[src/rtl/load_store_unit.sv]
// load_store_unit
//   Bridges the datapath to a word-wide data memory. Accepts one load/store
//   at a time, supports byte/half/word accesses (RISC-V funct3 encoding),
//   sign/zero-extends loads, and does read-modify-write for sb/sh because
//   the memory can only write whole 32-bit words. Misaligned or illegal
//   requests complete with err=1 and never touch memory.
//
// Ports
//   clk     in   clock, rising edge
//   rst     in   synchronous reset, active-low
//   req     in   request strobe, sampled only in IDLE
//   we      in   1 = store, 0 = load
//   funct3  in   000 b, 001 h, 010 w, 100 bu, 101 hu
//   addr    in   byte address
//   wdata   in   store data (low byte/half for sb/sh)
//   busy    out  high while not IDLE
//   done    out  one-cycle completion pulse
//   err     out  misaligned/illegal, valid with done
//   rdata   out  extended load result, held between loads
//   mem_A   out  word address (0 in IDLE)
//   mem_WD  out  write word (0 when mem_We=0)
//   mem_We  out  memory write enable
//   mem_RD  in   memory read data, combinational from mem_A
module load_store_unit #(
  parameter int ADDR_W = 32
) (
  input  logic              clk,
  input  logic              rst,
  input  logic              req,
  input  logic              we,
  input  logic [2:0]        funct3,
  input  logic [ADDR_W-1:0] addr,
  input  logic [31:0]       wdata,
  output logic              busy,
  output logic              done,
  output logic              err,
  output logic [31:0]       rdata,
  output logic [ADDR_W-1:0] mem_A,
  output logic [31:0]       mem_WD,
  output logic              mem_We,
  input  logic [31:0]       mem_RD
);

  localparam logic [1:0] S_IDLE  = 2'd0;
  localparam logic [1:0] S_READ  = 2'd1;
  localparam logic [1:0] S_WRITE = 2'd2;
  localparam logic [1:0] S_DONE  = 2'd3;

  logic [1:0]        state_q, state_d;
  logic              we_q, we_d;
  logic [2:0]        f3_q, f3_d;
  logic [ADDR_W-1:0] addr_q, addr_d;
  logic [31:0]       wdata_q, wdata_d;
  logic [31:0]       word_q, word_d;
  logic [31:0]       rdata_q, rdata_d;
  logic              err_q, err_d;

  // Illegal encodings, stores of the unsigned-load encodings, and
  // misaligned half/word accesses.
  function automatic logic req_bad(input logic st, input logic [2:0] f3,
                                   input logic [1:0] lane);
    logic bad;
    case (f3)
      3'b000:  bad = 1'b0;
      3'b001:  bad = lane[0];
      3'b010:  bad = (lane != 2'b00);
      3'b100:  bad = st;
      3'b101:  bad = st | lane[0];
      default: bad = 1'b1;
    endcase
    return bad;
  endfunction

  function automatic logic [31:0] load_extract(input logic [2:0] f3,
                                               input logic [1:0] lane,
                                               input logic [31:0] word);
    logic [7:0]  b;
    logic [15:0] h;
    logic [31:0] r;
    b = word[{lane, 3'b000} +: 8];
    h = lane[1] ? word[31:16] : word[15:0];
    case (f3)
      3'b000:  r = {{24{b[7]}}, b};
      3'b001:  r = {{16{h[15]}}, h};
      3'b100:  r = {24'd0, b};
      3'b101:  r = {16'd0, h};
      default: r = word;
    endcase
    return r;
  endfunction

  // Replace the addressed lane of the previously read word; sw bypasses it.
  function automatic logic [31:0] store_merge(input logic [2:0] f3,
                                              input logic [1:0] lane,
                                              input logic [31:0] old,
                                              input logic [31:0] wd);
    logic [31:0] r;
    r = old;
    case (f3)
      3'b000: r[{lane, 3'b000} +: 8] = wd[7:0];
      3'b001: begin
        if (lane[1]) r[31:16] = wd[15:0];
        else         r[15:0]  = wd[15:0];
      end
      default: r = wd;
    endcase
    return r;
  endfunction

  always_comb begin
    state_d = state_q;
    we_d    = we_q;
    f3_d    = f3_q;
    addr_d  = addr_q;
    wdata_d = wdata_q;
    word_d  = word_q;
    rdata_d = rdata_q;
    err_d   = err_q;
    case (state_q)
      S_IDLE: begin
        if (req) begin
          we_d    = we;
          f3_d    = funct3;
          addr_d  = addr;
          wdata_d = wdata;
          err_d   = 1'b0;
          if (req_bad(we, funct3, addr[1:0])) begin
            err_d   = 1'b1;
            state_d = S_DONE;
          end else if (we && funct3 == 3'b010) begin
            state_d = S_WRITE;
          end else begin
            state_d = S_READ;
          end
        end
      end
      S_READ: begin
        if (we_q) begin
          word_d  = mem_RD;
          state_d = S_WRITE;
        end else begin
          rdata_d = load_extract(f3_q, addr_q[1:0], mem_RD);
          state_d = S_DONE;
        end
      end
      S_WRITE: state_d = S_DONE;
      default: state_d = S_IDLE;
    endcase
  end

  always_ff @(posedge clk) begin
    if (!rst) begin
      state_q <= S_IDLE;
      we_q    <= 1'b0;
      f3_q    <= 3'd0;
      addr_q  <= '0;
      wdata_q <= 32'd0;
      word_q  <= 32'd0;
      rdata_q <= 32'd0;
      err_q   <= 1'b0;
    end else begin
      state_q <= state_d;
      we_q    <= we_d;
      f3_q    <= f3_d;
      addr_q  <= addr_d;
      wdata_q <= wdata_d;
      word_q  <= word_d;
      rdata_q <= rdata_d;
      err_q   <= err_d;
    end
  end

  assign busy  = (state_q != S_IDLE);
  assign done  = (state_q == S_DONE);
  assign err   = done & err_q;
  assign rdata = rdata_q;
  assign mem_A = (state_q == S_IDLE) ? '0 : {addr_q[ADDR_W-1:2], 2'b00};

  // Gated by rst so a reset landing on the WRITE cycle commits nothing.
  assign mem_We = (state_q == S_WRITE) & rst;
  assign mem_WD = mem_We ? store_merge(f3_q, addr_q[1:0], word_q, wdata_q) : 32'd0;

endmodule

[config.mk]
export PLATFORM = sky130hd
export DESIGN_NAME = load_store_unit
export DESIGN_NICKNAME = d
export VERILOG_FILES = /design/src/rtl/load_store_unit.sv
export SDC_FILE = /design/constraint.sdc
export NUM_CORES = 1
export LEC_CHECK = 0
export ABC_AREA = 1
export CORE_MARGIN = 2
export CORE_UTILIZATION = 45
export CTS_BUF_LIST = sky130_fd_sc_hd__clkbuf_4 sky130_fd_sc_hd__clkbuf_8
export DETAILED_ROUTE_END_ITERATION = 10
export PLACE_DENSITY_LB_ADDON = 0.12
export SLEW_MARGIN = 30
export SYNTH_ARGS = -nofsm -noshare
export SYNTH_HDL_FRONTEND = slang
export SYNTH_SLANG_ARGS = --single-unit
[constraint.sdc]
create_clock -name clk -period 2.2 [get_ports clk]
set_input_delay 0.44 -clock clk [delete_from_list [all_inputs] [get_ports clk]]
set_output_delay 0.44 -clock clk [all_outputs]
set_load 0.01 [all_outputs]
# Word level (Yosys, flattened, before mapping)
# Index checks and enable logic that the tools add are counted.
[classes]
n_addsub = 1
n_eq_ne = 11
shift = 3
mux = 17
bitwise_logic = 4
n_reduce_logical = 9
[op_table]
columns = ["operator", "n"]
rows = [
  ["one-hot mux 32 bit (4 select lines)", 1],
  ["two-way mux 32 bit", 2],
  ["one-hot mux 32 bit (2 select lines)", 1],
  ["two-way mux 16 bit", 3],
  ["bitwise mux 32 bit", 1],
  ["variable shift 8 x 7 -> 32 bit (first input constant)", 1],
  ["indexed part select 32 x 6 -> 8 bit", 1],
  ["indexed part select 8 x 7 -> 32 bit", 1],
  ["== test 3 bit (second input constant)", 4],
  ["negation 5 -> 7 bit", 1],
  ["== test 3 x 1 -> 1 bit (second input constant)", 2],
  ["logical NOT 3 bit", 2],
  ["two-way mux 2 bit", 3],
  ["one-hot mux 2 bit (3 select lines)", 1],
  ["AND reduction 2 bit", 3],
  ["one-hot mux 1 bit (5 select lines)", 1],
  ["== test 2 bit (second input constant)", 2],
  ["two-way mux 1 bit", 4],
  ["nonzero test 2 bit", 2],
  ["== test 3 x 2 -> 1 bit (second input constant)", 1],
  ["bitwise AND 1 bit", 2],
  ["== test 2 x 1 -> 1 bit (second input constant)", 1],
  ["logical NOT 2 bit", 1],
  ["inequality test 2 bit (second input constant)", 1],
  ["other kinds (3)", 3],
]
[totals]
regBits = 135
in_bits = 103
out_inout_bits = 100
word_cells = 53

# Logic depth before layout (Yosys ltp)
[logic_depth]
word_depth = 7
mapped_depth = 12
depth_no_buf = 10

# Least setup slack after synthesis
# Ideal clock, no wire load.
[synth_timing]
kind = "register to output"
from = "register addr_q[1]"
to = "output mem_WD[0]"
t_arrival_ns = 1.878
required_time_ns = 1.760
path_slack_ns = -0.118
path_stages_with_launch = 10
n_path_buf = 2
cell_sequence = "dfxtp_1 buf_4 inv_1 buf_2 ha_1 inv_1 nand4_1 o21ai_4 nand2_2 a21oi_1"
[synth_between]
elab_chain_len = 5
word_cells_on_any_way = 7
classes_between = "1 x add/sub; 2 x shift; 4 x mux"
[synth_lines]
columns = ["element", "line", "text"]
rows = [
  ["start, declared", "52", "logic [ADDR_W-1:0] addr_q, addr_d;"],
  ["start signal, assigned", "165", "addr_q <= addr_d;"],
  ["negation 5 -> 7 bit", "100", "3'b000: r[{lane, 3'b000} +: 8] = wd[7:0];"],
  ["indexed part select 8 x 7 -> 32 bit / variable shift 8 x 7 -> 32 bit (equally long branches)", "100", ""],
  ["bitwise mux 32 bit", "100", ""],
  ["one-hot mux 32 bit (2 select lines) (*)", "99", "case (f3)"],
  ["two-way mux 32 bit (*)", "181", "assign mem_WD = mem_We ? store_merge(f3_q, addr_q[1:0], word_q, wdata_q) : 32'd0;"],
  ["end, declared", "39", "output logic [31:0] mem_WD,"],
]
# Mark *: on every way between the ends. The rest lies on a longest branch, timed or not.

# Worst setup path after layout
[layout_timing]
from = "register addr_q[1]"
to = "output mem_WD[22]"
# The elaborated chain is that of the path after synthesis.

==> impl_results.md <==
- Vias: ~8100
- Cell Rows: 45
- Outcome: complete, but fails checks
- Setup Skew: a little over 9 ps
- Layout cells sized above 1: between 20% and 30%
- Critical path class: flop to output pin
- First-pass DRT Iterations: 6
- Clock sink total: 135
- Hold/Removal Path Class: flop to flop
- Area Overhead vs Synth: 53.08%
- Final global-route overflow total: 0
- Critical path's slowest cell: dfxtp_4
- Antenna Cells: 0
- Ratio of final minimum period to clock period: 115.9%
- Unrepaired setup endpoints after global routing: yes
- Hpwl dp: ~17 mm
- Pwr dens: around 1100 mW/mm²
- Clock buffer count from CTS: 17
- Relative slew slack: 51.46%
- Worst-skew pair later-pin latency: between 400 and 500 ps
- Tot Pwr: 12.32 mW
- DRT iter0 DRCs: between 600 and 700
- Synth warn: 0
- DRC viols: 0
- Total Nets Final: around 1500
- Minimum clock period: 2550 ps
- Clock slew at reported path FFs: ~80 ps
- Buffers on Ports: 200
- First-pass GRT wire length: approximately 38 mm
- Final Util: 70.85%
- Area of the die: 0.01677 mm²
- Via-to-Cell Ratio: between 5 and 6
- CP endpoint kind: output pin
- Largest net degree at the start of global routing: 110
- Routability cong.: between 0.9 and 1
- Total wire length: 25.10 mm
- Yosys cell types: 32
- Seq/Total Area, Yosys: a little under two fifths
- Syn Std Cell Area: 0.007088 mm²
- Die W: between 100 and 150 µm
- Crit path DAT: ~2100 ps
- Post-CTS Hold Fix Bufs: 0
- CP Data Required Time: 1760 ps
- Clk root buf: clkbuf_8
- CP Cell Sequence: inv_4 > ha_4 > inv_4 > nor2_4 > buf_6 > nand3_4 > o22ai_2 > a21oi_1 > nor2_1 > buf_2
- Initial antenna violation count: 0
- Failing checks: setup timing
- Least-Margin Pin Slew: 727.4 ps
- Hold Violations, Final: 0
- Final count of negative-setup-slack endpoints: 32
- Number of max-cap violations: 0
- Setup ws final: -349.9 ps
- Vias in the first global route: 7499
- Crit path launch type: flop
- CTS tree: built
- Antenna Nets Post-Route: 0
- WL per Instance: between 15 and 20 µm
- Mapped Cells: roughly 1100
- VDD IR max: 0.6146 mV
- Syn avg cell area: 6.509 µm²
- CTS max path bufs: 2
- Maximum clock rate: slightly below 400 MHz
- Pins Over Slew Limit: 0
- #FFs+latches synth: around 140
- GRT Overall Usage: 29.04%
- IO Pins: slightly above 200
- Die height: 129.5 µm
- Most frequent cells in the layout: 195 x nor2_1, 189 x nand2_1, 140 x o21ai_0
- Depth of the CTS H-tree: 4
- Initial Utilization: a little under half
- Commonest non-fill, non-tap cell in the layout: nor2_1
- Critical Path Max Stage Delay: ~380 ps
- Leakage power: ~4.8 nW
- Total core area: about 0.015 mm²
- CP max FO: 8
- Most frequent CP cell: inv_4
-- cells in the mapped netlist --
| cell type | number | area (µm²) |
|---|---|---|
| ha_1 | 9 | 112.6 |
| a31oi_1 | 1 | 6.260 |
| clkinv_1 | 4 | 15.01 |
| nor2_2 | 1 | 6.260 |
| inv_4 | 2 | 12.51 |
| nand2_4 | 3 | 33.78 |
| o22ai_1 | 15 | 93.84 |
| nand2_1 | 201 | 754.5 |
| o211ai_1 | 1 | 7.510 |
| conb_1 | 1 | 3.750 |
| o22ai_2 | 1 | 12.51 |
| o22a_1 | 1 | 8.760 |
| buf_2 | 12 | 60.06 |
| nand3b_1 | 1 | 7.510 |
| nand3_4 | 1 | 17.52 |
| inv_2 | 3 | 11.26 |
| buf_1 | 3 | 11.26 |
| nand3_1 | 27 | 135.1 |
| nor2_1 | 202 | 758.2 |
| buf_6 | 4 | 45.04 |
| nand2_8 | 2 | 40.04 |
| o21ai_2 | 11 | 96.34 |
| o21ai_0 | 147 | 735.7 |
| clkbuf_1 | 44 | 165.2 |
| nand2_2 | 14 | 87.58 |
| dfxtp_1 | 135 | 2703 |
| inv_1 | 112 | 420.4 |
| o21ai_4 | 1 | 16.27 |
| nand4_1 | 18 | 112.6 |
| a21oi_1 | 103 | 515.5 |
| buf_4 | 5 | 37.54 |
| nor2_4 | 4 | 45.04 |
-- critical path: cells and delay by family, from the launching register on --
family / cells / cell delay (ps)
AO/OA/AOI/OAI: 2 / 220
adder cells (fa/ha/maj): 1 / 290
buffers and inverters: 4 / 360
flip-flops: 1 / 380
AND/OR/NAND/NOR: 3 / 390
-- final timing paths --
kind | startpoint | end | slack [ps] | cells past startpoint
max reg2reg | state_q[1]$_SDFFE_PN0P_ | addr_q[26]$_SDFFE_PN0P_ | 370 | 9
min | addr_q[10]$_SDFFE_PN0P_ | addr_q[10]$_SDFFE_PN0P_ | 450 | 2
min reg2reg | addr_q[10]$_SDFFE_PN0P_ | addr_q[10]$_SDFFE_PN0P_ | 450 | 2
max | addr_q[1]$_SDFFE_PN0P_ | mem_WD[22] | -350 | 10
-- layer usage --
layer | GRT usage (%) | vias to the layer above | part of all wire [%]
met3 | 7.308 | 78 | 7.4
met2 | 46.38 | 380 | 46
met4 | 14.04 | 0 | 4.5
met1 | 36.77 | 3700 | 42
met5 | 0 | - | 0
li1 | - | 3981 | -
-- per-stage QoR --
stage                     instance area (µm²)  std cells  setup slack, ps  hold WS, ps  setup TNS, ps
after global routing                    10850       1560           -476.2        467.0         -12430
after global placement                   9714       1495           -322.5        438.1          -7271
after floorplan                          7143       1090            9.067        430.3              0
final                                   10850       1560           -349.9        454.2          -8837
after detailed placement                 9714       1495           -357.7        444.2          -8052
after CTS                               10460       1545           -370.2        456.5          -8801
-- area by class of cell --
cell class | count | area (µm²)
repair buffers | 297 | 2900
inverters | 121 | 474.2
clock inverters | 12 | 202.7
multi-input cells | 766 | 4046
well taps | 211 | 264.0
fillers | 1310 | 4464
flip-flops and latches | 135 | 2715
clock buffers | 18 | 247.7
-- report_power, final --
group | total [mW] | internal [mW] | leakage [nW] | switching, mW
sequential | 3.50 | 3.11 | 1.11 | 0.395
clock | 2.36 | 1.37 | 0.213 | 0.995
combinational | 6.46 | 2.87 | 3.44 | 3.59
-- state kept, by name, summed over array words and instances, names as in the netlist --
register / cells
word_q: 32
addr_q: 32
err_q: 1
wdata_q: 32
rdata: 32
state_q: 2
f3_q: 3
we_q: 1
-- kinds of logic (layout without fill, tap and decap cells) --
logic type / count (synthesis) / count (layout) / synth area share [%]
flops: 135 / 135 / 38.13
fa+ha+maj: 9 / 9 / 1.589
simple gates: 474 / 474 / 28.19
buf+inv: 189 / 448 / 10.98
other cells: 1 / 2 / 0.05291
compound gates: 281 / 281 / 21.06
-- repair_timing --
action,CTS,global route
pin swaps,23,38
gates resized for setup,275,90
endpoints found under the setup margin,65,43
buffers inserted,18,15
gates cloned,2,1
hold endpoints to repair,0,0
Note: power is estimated with default switching activity, not from simulation.
